<file path="src/rtl/systolic_feeder.sv">
// Operand feeder for an N x N output-stationary systolic array: stores A and B row-wise,
// then clears the array, streams diagonally skewed rows/columns, drains, and pulses done.
module systolic_feeder #(
    parameter int unsigned N        = 4,
    parameter int unsigned NUM_BITS = 8,
    localparam int unsigned AW      = $clog2(N)
) (
    input  logic                         clk,
    input  logic                         rst,
    input  logic                         wr_en,
    input  logic                         wr_sel,
    input  logic [AW-1:0]                wr_row,
    input  logic [N-1:0][NUM_BITS-1:0]   wr_data,
    input  logic                         start,
    output logic                         busy,
    output logic                         done,
    output logic                         array_clr,
    output logic [N-1:0][NUM_BITS-1:0]   west_o,
    output logic [N-1:0][NUM_BITS-1:0]   north_o
);

    localparam int unsigned TW = $clog2(2 * N);
    localparam logic [TW-1:0] TLast = TW'(2 * N - 2);

    typedef enum logic [2:0] {StIdle, StClear, StStream, StDrain, StDone} state_e;

    state_e                              state_q, state_d;
    logic [TW-1:0]                       t_q, t_d;
    logic [N-1:0][N-1:0][NUM_BITS-1:0]   mem_a_q, mem_b_q;
    logic [N-1:0][NUM_BITS-1:0]          west_d, north_d;
    logic                                wr_ok;

    assign wr_ok = wr_en && (state_q == StIdle) && (32'(wr_row) < N);

    always_comb begin
        state_d = state_q;
        t_d     = '0;
        unique case (state_q)
            StIdle:   if (start) state_d = StClear;
            StClear:  state_d = StStream;
            StStream: begin
                if (t_q == TLast) state_d = StDrain;
                else              t_d     = t_q + 1'b1;
            end
            StDrain: begin
                if (t_q == TLast) state_d = StDone;
                else              t_d     = t_q + 1'b1;
            end
            StDone:   state_d = StIdle;
            default:  state_d = StIdle;
        endcase
    end

    // Stream values are computed from the next state so the registered outputs line up
    // with the cycle in which that state is current.
    always_comb begin
        west_d  = '0;
        north_d = '0;
        if (state_d == StStream) begin
            for (int i = 0; i < int'(N); i++) begin
                if (int'(t_d) >= i && int'(t_d) - i < int'(N)) begin
                    west_d[i]  = mem_a_q[i][AW'(int'(t_d) - i)];
                    north_d[i] = mem_b_q[AW'(int'(t_d) - i)][i];
                end
            end
        end
    end

    always_ff @(posedge clk or negedge rst) begin
        if (!rst) begin
            state_q   <= StIdle;
            t_q       <= '0;
            busy      <= 1'b0;
            done      <= 1'b0;
            array_clr <= 1'b0;
            west_o    <= '0;
            north_o   <= '0;
        end else begin
            state_q   <= state_d;
            t_q       <= t_d;
            busy      <= (state_d != StIdle);
            done      <= (state_d == StDone);
            array_clr <= (state_d == StClear);
            west_o    <= west_d;
            north_o   <= north_d;
        end
    end

    always_ff @(posedge clk or negedge rst) begin
        if (!rst) begin
            mem_a_q <= '0;
            mem_b_q <= '0;
        end else if (wr_ok) begin
            if (wr_sel) mem_b_q[wr_row] <= wr_data;
            else        mem_a_q[wr_row] <= wr_data;
        end
    end

endmodule

</file>
<file path="config.mk">
export PLATFORM = sky130hd
export DESIGN_NAME = systolic_feeder
export DESIGN_NICKNAME = d
export VERILOG_FILES = /design/src/rtl/systolic_feeder.sv
export SDC_FILE = /design/constraint.sdc
export NUM_CORES = 1
export LEC_CHECK = 0
export BUFFER_PORTS_ARGS = -buffer_cell sky130_fd_sc_hd__buf_2
export CAP_MARGIN = 20
export CORE_MARGIN = 8
export CORE_UTILIZATION = 40
export CTS_BUF_LIST = sky130_fd_sc_hd__clkbuf_2
export CTS_CLUSTER_DIAMETER = 150
export DETAILED_ROUTE_END_ITERATION = 10
export SYNTH_ARGS = -nofsm -noshare
export SYNTH_HDL_FRONTEND = slang
export SYNTH_SLANG_ARGS = --single-unit
</file>
<file path="constraint.sdc">
create_clock -name clk -period 4.6 [get_ports clk]
set_input_delay 0.23 -clock clk [delete_from_list [all_inputs] [get_ports clk]]
set_output_delay 0.23 -clock clk [all_outputs]
set_load 0.01 [all_outputs]
</file>
==> reports/qor.log, run 1 <==
[status] result of the run finished clean
[synth] flip-flop and latch count after synthesis 329
[cts] Post-CTS Setup Bufs 0
[floorplan] initial standard-cell utilization of the core 0.403
[route] Avg WL per Cell 22.1 um
[synth] YS warnings 0
[sta] post-route clock period utilization 0.770
[cts] clk sink count 329
[place] DP HPWL 22200 um
[synth] most area-consuming cells after synthesis sky130_fd_sc_hd__dfrtp_1, sky130_fd_sc_hd__mux2_2, sky130_fd_sc_hd__mux2i_1, sky130_fd_sc_hd__mux4_2, sky130_fd_sc_hd__o22ai_1
[setup_path] maximum fanout along the worst path 28
[cts] cts bufs inserted 85
[cts] maximum clock path buffer count 3
[route] DRC violation count after routing 0
[floorplan] die width 202 um
[cts] number of instances resized during post-cts repair 0
[global_routing] maximum number of pins on one net before global-route repair 115
[global_routing] global-route wire length before repair 56300 um
[job] maxcap violations 0
[finish] final non-filler cell total 1632
[power] worst-case vdd ir drop 0.365 mV
[finish] FILL cells 3154
[cts] root buffer cell sky130_fd_sc_hd__clkbuf_2
[setup_path] Reg-to-Reg End west_o[25]
[floorplan] Die Footprint 40600 um2
[power] Power Total 10.7 mW
[route] WL final 36100 um
[cts] clock tree from TritonCTS yes
[setup_path] FF-to-FF path depth 9
[setup_path] most frequent CP cell sky130_fd_sc_hd__buf_4
[sta] tightest hold margin 0.205 ns
[setup_path] worst setup path end west_o[25]
[synth] Netlist Area Pre-Place 13800 um2
[setup_path] worst r2r src t_q[1]
[sta] unrepaired setup endpoints after global routing no
[route] Final ANT Viol Nets 0
[global_routing] number of antenna violations at the first check in global routing 4
[route] number of vias per cell after detailed routing 5.27
[sta] final max-slew violation count 0
[sta] highest clock frequency the design can meet 282 MHz
[synth] share of flip-flops with an asynchronous set or reset 1.00
[finish] final layout net count 1170
[setup_path] kind of start point of the critical path register
[place] global placer's final weighted congestion 0.778
[power] power density cells 669 nW/um2
[setup_path] delay of the slowest cell on the worst path 0.98 ns
[synth] largest area contributor in the netlist sky130_fd_sc_hd__dfrtp_1
[synth] sequential fraction of the synthesis area 0.598
[floorplan] floorplan row count 68
[sta] setup violation total in the final timing report 0
[sta] slew at the pin closest to its max-slew limit 0.969 ns
[sta] relative max-transition margin 0.353
[synth] Top FF cell, synth sky130_fd_sc_hd__dfrtp_1
[setup_path] register-to-register setup slack 1.06 ns
[route] number of vias after detailed routing 8596
[sta] Post-Route Setup TNS 0 ns
[floorplan] chip height 202 um
[synth] number of synthesized flops with an enable pin 0
[sta] post-layout min period 3.54 ns
[synth] average footprint of a synthesized cell 14.7 um2
[cts] Worst-path clk slew 0.09 ns
[route] drt initial violations 515
[finish] most common library cell in the layout ignoring fill and taps sky130_fd_sc_hd__dfrtp_1
[global_routing] remaining global-route overflow 0
[sta] Worst Clk Skew 0.0574 ns
[cts] clock network latency to the later pin of the worst-skew pair 0.85 ns
[setup_path] worst path cell trace nand4bb_1 > buf_4 > o21a_1 > inv_12 > ha_1 > or3_1 > a311oi_2 > buf_4 > and2_1
[min_path] worst min-delay path class input port to register
[global_routing] aggregate global-route resource usage 0.179
[route] first-pass detailed-route iteration total 5
[synth] fraction of synthesized cell area taken by the top area cell type 0.598
[setup_path] critical path launch point t_q[1]
[setup_path] critical path data arrival time 4.28 ns
[setup_path] kind of end point of the critical path register
[setup_path] category of the critical setup timing path register to register
[floorplan] area inside the core boundary 34200 um2
[cts] count of hold buffers inserted by post-cts repair 39
[place] number of buffers inserted by port buffering 105
[synth] number of nets produced by synthesis 980
[global_routing] number of global-route vias before repair 9269
[setup_path] slowest cell on the critical path sky130_fd_sc_hd__dfrtp_1
[place] Placed Cells incl. Taps 1456
[finish] share of cells above drive strength 1 0.461
[finish] area growth from synthesis to layout 15.9%
[cts] H-tree depth 3
[power] leakage power of the design 8.06 nW
[finish] top library cells by usage in the layout, fill and taps aside sky130_fd_sc_hd__dfrtp_1, sky130_fd_sc_hd__mux2_2, sky130_fd_sc_hd__clkbuf_2
[synth] number of distinct library cell variants in the gate-level netlist after synthesis 50
[setup_path] Required @ worst endpoint 5.34 ns
[synth] Mapped Cells 937
[sta] final hold violation count 0
[floorplan] number of I/O pins 106
through the flow:
| stage | instance area [um2] | util | worst slack [ns] |
|---|---|---|---|
| floorplan | 13800 | - | 1.53 |
| global route | 16000 | 0.467 | 0.857 |
| detailed placement | 14800 | 0.433 | 1.05 |
| global placement | 14800 | 0.433 | 1.15 |
| CTS | 16000 | 0.466 | 0.987 |
| finish | 16000 | 0.467 | 1.06 |
registers in the layout (all words and copies together), names as in the netlist:
register and cells:
done 1, north_o 32, mem_a_q 128, mem_b_q 128, busy 1, array_clr 1
t_q 3, state_q 3, west_o 32
worst min path at each step:
stage | from | endpoint | slack [ns] | cells after the start
after floorplan | rst | array_clr | -0.07 | 0
after global placement | rst | array_clr | 0.24 | 1
after detailed placement | rst | north_o[8] | 0.24 | 1
after CTS | wr_en | mem_b_q[14] | 0.13 | 5
after global routing | wr_en | mem_b_q[14] | 0.15 | 5
final | wr_en | mem_b_q[14] | 0.21 | 5
cell type report:
type	count	area, um2	area share
flip-flops and latches	329	8230	0.516
multi-input cells	540	5240	0.328
repair buffers	167	1140	0.0715
clock buffers	125	626	0.0392
well taps	455	569	0.0357
clock inverters	10	116	0.00729
inverters	4	27.5	0.00172
diodes	2	5.00	0.000314
cells by family after synthesis:
family | after synthesis | share of synthesized area
mux | 332 | 0.279
flops | 329 | 0.598
simple gates | 116 | 0.0448
compound gates | 86 | 0.0493
buf+inv | 68 | 0.0239
fa+ha+maj | 4 | 0.00364
xor+xnor | 2 | 0.00127
Yosys cell counts (2+ instances only):
master	n
sky130_fd_sc_hd__a2111oi_1	7
sky130_fd_sc_hd__a2111oi_2	4
sky130_fd_sc_hd__a21o_1	2
sky130_fd_sc_hd__a21oi_1	6
sky130_fd_sc_hd__a221o_1	16
sky130_fd_sc_hd__a221oi_1	5
sky130_fd_sc_hd__and2_1	17
sky130_fd_sc_hd__and3_1	2
sky130_fd_sc_hd__buf_1	10
sky130_fd_sc_hd__buf_2	18
sky130_fd_sc_hd__buf_6	3
sky130_fd_sc_hd__clkbuf_1	32
sky130_fd_sc_hd__dfrtp_1	329
sky130_fd_sc_hd__ha_1	4
sky130_fd_sc_hd__inv_1	2
sky130_fd_sc_hd__mux2_1	3
sky130_fd_sc_hd__mux2_2	253
sky130_fd_sc_hd__mux2i_1	60
sky130_fd_sc_hd__mux4_2	16
sky130_fd_sc_hd__nand2_1	8
sky130_fd_sc_hd__nand2b_1	5
sky130_fd_sc_hd__nand3_1	2
sky130_fd_sc_hd__nand3b_1	3
sky130_fd_sc_hd__nor2_1	43
sky130_fd_sc_hd__nor2b_1	2
sky130_fd_sc_hd__nor3_1	20
sky130_fd_sc_hd__nor3b_2	2
sky130_fd_sc_hd__nor4b_1	2
sky130_fd_sc_hd__o21a_1	3
sky130_fd_sc_hd__o22ai_1	37
sky130_fd_sc_hd__or3_1	2
worst max-delay path, delay by kind of cell (launching register included):
kind,cells,cell delay (ns)
AND/OR/NAND/NOR,3,0.77
AO/OA/AOI/OAI,2,0.81
buffers and inverters,3,0.61
flip-flops,1,0.98
adder cells (fa/ha/maj),1,0.27
routing by layer:
| metal | vias up | track usage | wire (um) |
|---|---|---|---|
| met5 | - | 0 | 13 |
| met4 | 2 | 0.0519 | 575 |
| met3 | 53 | 0.0392 | 1700 |
| met2 | 211 | 0.292 | 17600 |
| met1 | 4482 | 0.237 | 16300 |
| li1 | 3848 | - | - |
report_power, final:
part | internal [mW] | leakage, nW | switching [mW]
clock network | 0.870 | 0.575 | 1.13
logic | 1.97 | 3.06 | 2.02
registers | 4.07 | 4.42 | 0.624
total | 6.90 | 8.06 | 3.78
(Power assumes the default switching activity.)
==> inputs of run 2 (changes only) <==
==> constraint.sdc (replaced) <==
create_clock -name clk -period 2.9 [get_ports clk]
set_input_delay 0.145 -clock clk [delete_from_list [all_inputs] [get_ports clk]]
set_output_delay 0.145 -clock clk [all_outputs]
set_load 0.01 [all_outputs]
==> reports/qor.log, run 2 (same netlist as run 1, synthesis figures left out) <==
[route] first-pass detailed-route iteration total 4
[floorplan] initial standard-cell utilization of the core 0.403
[finish] area growth from synthesis to layout 17.0%
[setup_path] category of the critical setup timing path register to register
[sta] Worst Clk Skew 0.0677 ns
[floorplan] number of I/O pins 106
[cts] Worst-path clk slew 0.11 ns
[cts] maximum clock path buffer count 3
[cts] Post-CTS Setup Bufs 0
[min_path] worst min-delay path class input port to register
[route] drt initial violations 356
[power] worst-case vdd ir drop 0.640 mV
[finish] area of the multi-input gates 5260 um2
[cts] H-tree depth 3
[finish] area of all placed cells without fillers 16100 um2
[sta] final hold violation count 0
[sta] highest clock frequency the design can meet 363 MHz
[finish] most common library cell in the layout ignoring fill and taps sky130_fd_sc_hd__dfrtp_1
[setup_path] kind of end point of the critical path register
[sta] final max-slew violation count 0
[floorplan] Die Footprint 40600 um2
[setup_path] kind of start point of the critical path register
[route] WL final 35900 um
[place] DP HPWL 22300 um
[global_routing] global-route wire length before repair 56800 um
[sta] unrepaired setup endpoints after global routing no
[sta] slew at the pin closest to its max-slew limit 0.966 ns
[sta] tightest hold margin 0.162 ns
[finish] top library cells by usage in the layout, fill and taps aside sky130_fd_sc_hd__dfrtp_1, sky130_fd_sc_hd__mux2_2, sky130_fd_sc_hd__clkbuf_2
[finish] final core area utilization 0.471
[cts] clk sink count 329
[place] worst-case setup slack after placement 0.199 ns
[sta] worst-case setup margin in the final layout 0.142 ns
[floorplan] floorplan row count 68
[sta] Post-Route Setup TNS 0 ns
[finish] registers with the highest flip-flop counts mem_a_q x128, mem_b_q x128
[global_routing] maximum number of pins on one net before global-route repair 98
[cts] clock tree from TritonCTS yes
[route] DRC violation count after routing 0
[global_routing] number of antenna violations at the first check in global routing 1
[sta] post-layout min period 2.76 ns
[place] Placed Cells incl. Taps 1470
[finish] FILL cells 3171
[floorplan] area inside the core boundary 34200 um2
[cts] clock network latency to the later pin of the worst-skew pair 0.88 ns
[global_routing] aggregate global-route resource usage 0.180
[sta] setup violation total in the final timing report 0
[cts] root buffer cell sky130_fd_sc_hd__clkbuf_2
[status] result of the run finished clean
[power] Power Total 16.9 mW
[route] number of vias per cell after detailed routing 5.27
[global_routing] number of global-route vias before repair 9492
[route] Final ANT Viol Nets 0
[setup_path] critical path data arrival time 3.49 ns
[finish] combined flip-flop and latch cell area 8230 um2
[finish] final non-filler cell total 1654
[job] maxcap violations 0
[floorplan] die width 202 um
[finish] final layout net count 1184
[floorplan] chip height 202 um
[setup_path] maximum fanout along the worst path 16
[place] number of buffers inserted by port buffering 105
[cts] cts bufs inserted 85
[finish] share of cells above drive strength 1 0.472
[sta] relative max-transition margin 0.355
[global_routing] remaining global-route overflow 0
[sta] post-route clock period utilization 0.951
[route] number of vias after detailed routing 8715
[power] leakage power of the design 8.14 nW
[setup_path] Required @ worst endpoint 3.63 ns
[place] DP Area 15000 um2
[place] global placer's final weighted congestion 0.783
[power] power density cells 1050 nW/um2
[route] Avg WL per Cell 21.7 um
## run 2: changes by cell type in the layout (fill, tap and decap cells not counted), moves of 3 or more
cell                        before  now
sky130_fd_sc_hd__buf_12          2    8
sky130_fd_sc_hd__buf_4          21   29
sky130_fd_sc_hd__bufinv_16       3    0
sky130_fd_sc_hd__clkbuf_2      125  133
## run 2: where the power goes
part,switching (mW),internal (mW)
clock network,1.81,1.19
registers,0.901,6.45
logic,3.34,3.24
total,6.05,10.9
## run 2: layer usage
layer | global-route usage | vias up | share of wire
met1 | 0.240 | 4541 | 0.45
met4 | 0.0676 | 0 | 0.025
li1 | - | 3906 | -
met3 | 0.0415 | 64 | 0.052
met5 | 0 | - | 0
met2 | 0.284 | 204 | 0.48
## run 2: worst paths after layout
path | start | end | slack [ns] | depth (start not counted)
setup reg to reg | state_q[2] | west_o[14] | 0.14 | 7
setup / recovery | state_q[2] | west_o[14] | 0.14 | 7
hold reg to reg | mem_a_q[16] | mem_a_q[16] | 0.50 | 1
max in group asynchronous | rst | mem_b_q[40] | 1.60 | 4
min in group asynchronous | rst | mem_b_q[121] | 0.47 | 3
hold / removal | wr_sel | mem_a_q[57] | 0.16 | 5
## run 2: final cells by class
class,instances,area share
Antenna cell,1,0.000155
Multi-Input combinational cell,540,0.326
Tap cell,455,0.0354
Clock buffer,133,0.0413
Clock inverter,11,0.00287
Timing Repair Buffer,181,0.0810
Sequential cell,329,0.511
Inverter,4,0.00171
## run 2: critical path, stage by stage (launching register included)
cell                      delay [ns]
sky130_fd_sc_hd__dfrtp_1        0.42
sky130_fd_sc_hd__or4b_4         0.49
sky130_fd_sc_hd__o21a_1         0.20
sky130_fd_sc_hd__ha_1           0.20
sky130_fd_sc_hd__ha_1           0.29
sky130_fd_sc_hd__nor3b_1        0.05
sky130_fd_sc_hd__or3_2          0.67
sky130_fd_sc_hd__nor3_1         0.30
## run 2: timing repair
item	in CTS	in global routing
resized for setup	0	2
hold buffers	39	0
endpoints found under the hold margin	588	0
endpoints found under the setup margin	0	3
==> inputs of run 3 (changes only) <==
--- a/config.mk
+++ b/config.mk
@@ -7,11 +7,11 @@
 export LEC_CHECK = 0
 export BUFFER_PORTS_ARGS = -buffer_cell sky130_fd_sc_hd__buf_2
 export CAP_MARGIN = 20
-export CORE_MARGIN = 8
-export CORE_UTILIZATION = 40
+export CORE_UTILIZATION = 67
 export CTS_BUF_LIST = sky130_fd_sc_hd__clkbuf_2
 export CTS_CLUSTER_DIAMETER = 150
 export DETAILED_ROUTE_END_ITERATION = 10
+export PLACE_DENSITY = 0.88
 export SYNTH_ARGS = -nofsm -noshare
 export SYNTH_HDL_FRONTEND = slang
 export SYNTH_SLANG_ARGS = --single-unit
==> constraint.sdc (replaced) <==
create_clock -name clk -period 3.2 [get_ports clk]
set_input_delay 0.16 -clock clk [delete_from_list [all_inputs] [get_ports clk]]
set_output_delay 0.16 -clock clk [all_outputs]
set_load 0.01 [all_outputs]
==> reports/qor.log, run 3 (same netlist as run 1, synthesis figures left out) <==
[finish] area growth from synthesis to layout 14.3%
[setup_path] kind of end point of the critical path register
[setup_path] critical path data arrival time 3.77 ns
[floorplan] die width 145 um
[status] result of the run finished clean
[sta] Post-Route Setup TNS 0 ns
[cts] number of instances resized during post-cts repair 0
[place] number of buffers inserted by port buffering 105
[sta] relative max-transition margin 0.448
[cts] cts bufs inserted 80
[global_routing] aggregate global-route resource usage 0.341
[sta] setup violation total in the final timing report 0
[route] Final ANT Viol Nets 0
[sta] unrepaired setup endpoints after global routing no
[route] Avg WL per Cell 23.6 um
[floorplan] area inside the core boundary 20200 um2
[finish] most common library cell in the layout ignoring fill and taps sky130_fd_sc_hd__dfrtp_1
[power] power density cells 976 nW/um2
[sta] final max-slew violation count 0
[finish] top library cells by usage in the layout, fill and taps aside sky130_fd_sc_hd__dfrtp_1, sky130_fd_sc_hd__mux2_2, sky130_fd_sc_hd__clkbuf_2
[floorplan] chip height 145 um
[place] worst-case setup slack after placement 0.250 ns
[route] drt initial violations 843
[route] first-pass detailed-route iteration total 5
[route] number of vias per cell after detailed routing 6.27
[setup_path] maximum fanout along the worst path 17
[cts] H-tree depth 3
[sta] tightest hold margin 0.0592 ns
[global_routing] maximum number of pins on one net before global-route repair 101
[finish] final layout net count 1173
[setup_path] category of the critical setup timing path register to register
[cts] Worst-path clk slew 0.10 ns
[global_routing] global-route wire length before repair 53900 um
[route] number of vias after detailed routing 9145
[place] DP HPWL 20800 um
[sta] highest clock frequency the design can meet 327 MHz
[floorplan] number of I/O pins 106
[sta] post-layout min period 3.05 ns
[job] maxcap violations 0
[finish] area of all placed cells without fillers 15700 um2
[cts] Post-CTS Setup Bufs 0
[global_routing] number of antenna violations at the first check in global routing 1
[place] DP Area 14600 um2
[setup_path] kind of start point of the critical path register
[floorplan] Die Footprint 21100 um2
[finish] registers with the highest flip-flop counts mem_a_q x128, mem_b_q x128
[cts] maximum clock path buffer count 3
[cts] root buffer cell sky130_fd_sc_hd__clkbuf_2
[sta] worst-case setup margin in the final layout 0.146 ns
[finish] share of cells above drive strength 1 0.457
[global_routing] number of global-route vias before repair 9358
[power] leakage power of the design 8.05 nW
[place] global placer's final weighted congestion 0.839
[sta] slew at the pin closest to its max-slew limit 0.827 ns
[cts] clock network latency to the later pin of the worst-skew pair 0.88 ns
[power] worst-case vdd ir drop 0.624 mV
[sta] post-route clock period utilization 0.954
[floorplan] initial standard-cell utilization of the core 0.683
[floorplan] floorplan row count 52
[sta] final hold violation count 0
[global_routing] remaining global-route overflow 0
[cts] clock tree from TritonCTS yes
[min_path] worst min-delay path class input port to register
[setup_path] Required @ worst endpoint 3.92 ns
[cts] clk sink count 329
[route] DRC violation count after routing 0
[sta] Worst Clk Skew 0.0738 ns
[route] WL final 34400 um
run 3: cell types whose count changed in the layout (fill, tap and decap cells not counted), sizes merged:
| cell | previous run | this run |
|---|---|---|
| dlygate4sd3 | 39 | 36 |
| inv | 6 | 8 |
| diode | 1 | 2 |
| bufinv | 0 | 1 |
| buf | 142 | 139 |
| clkinv | 8 | 22 |
| clkinvlp | 1 | 0 |
| clkbuf | 133 | 111 |
run 3: power breakdown:
part           total (mW)  internal [mW]  switching, mW
Sequential           6.78           5.85          0.935
Combinational        5.90           2.88           3.02
Clock                2.67           1.02           1.65
Total                15.4           9.74           5.61
run 3: routing by layer:
metal / global-route usage / up-vias / routed length, um
li1: - / 3867 / -
met1: 0.462 / 4731 / 13600
met2: 0.525 / 450 / 16400
met3: 0.0683 / 97 / 2800
met4: 0.194 / 0 / 1580
met5: 0 / - / 0
run 3: final cells by class:
type / count / area (um2)
fillers: 1186 / 4440
multi-input cells: 540 / 5240
clock inverters: 27 / 135
well taps: 270 / 338
clock buffers: 111 / 556
diodes: 2 / 5.00
repair buffers: 175 / 1200
flip-flops and latches: 329 / 8230
inverters: 4 / 27.5
run 3: timing repair:
item | 4_1_cts | 5_1_grt
hold buffers | 37 | 0
hold endpoints to repair | 582 | 0
setup endpoints to repair | 0 | 0
run 3: final timing paths:
check                            startpoint          end  slack (ns)  cells past startpoint
worst max-delay path             state_q[1]    west_o[9]        0.15                      7
worst min-delay path              wr_row[0]  mem_b_q[32]        0.06                      4
worst max register to register   state_q[1]    west_o[9]        0.15                      7
worst min register to register  mem_b_q[27]  mem_b_q[27]        0.51                      1
max in group asynchronous               rst  mem_a_q[52]        2.16                      5
min in group asynchronous               rst  mem_b_q[42]        0.43                      4
run 3: through the flow:
step / util / power (mW) / cells
floorplan: - / 10.9 / 937
global placement: 0.726 / 12.3 / 1281
finish: 0.780 / 15.4 / 1458
detailed placement: 0.726 / 12.6 / 1281
global route: 0.780 / 16.2 / 1457
CTS: 0.780 / 15.3 / 1456
run 3: worst max-delay path: stages (launching register included):
cell                      delay [ns]
sky130_fd_sc_hd__dfrtp_1        0.57
sky130_fd_sc_hd__or4b_4         0.66
sky130_fd_sc_hd__o21a_1         0.24
sky130_fd_sc_hd__ha_1           0.20
sky130_fd_sc_hd__ha_1           0.28
sky130_fd_sc_hd__nor3b_1        0.04
sky130_fd_sc_hd__or3_1          0.61
sky130_fd_sc_hd__nor3_1         0.29
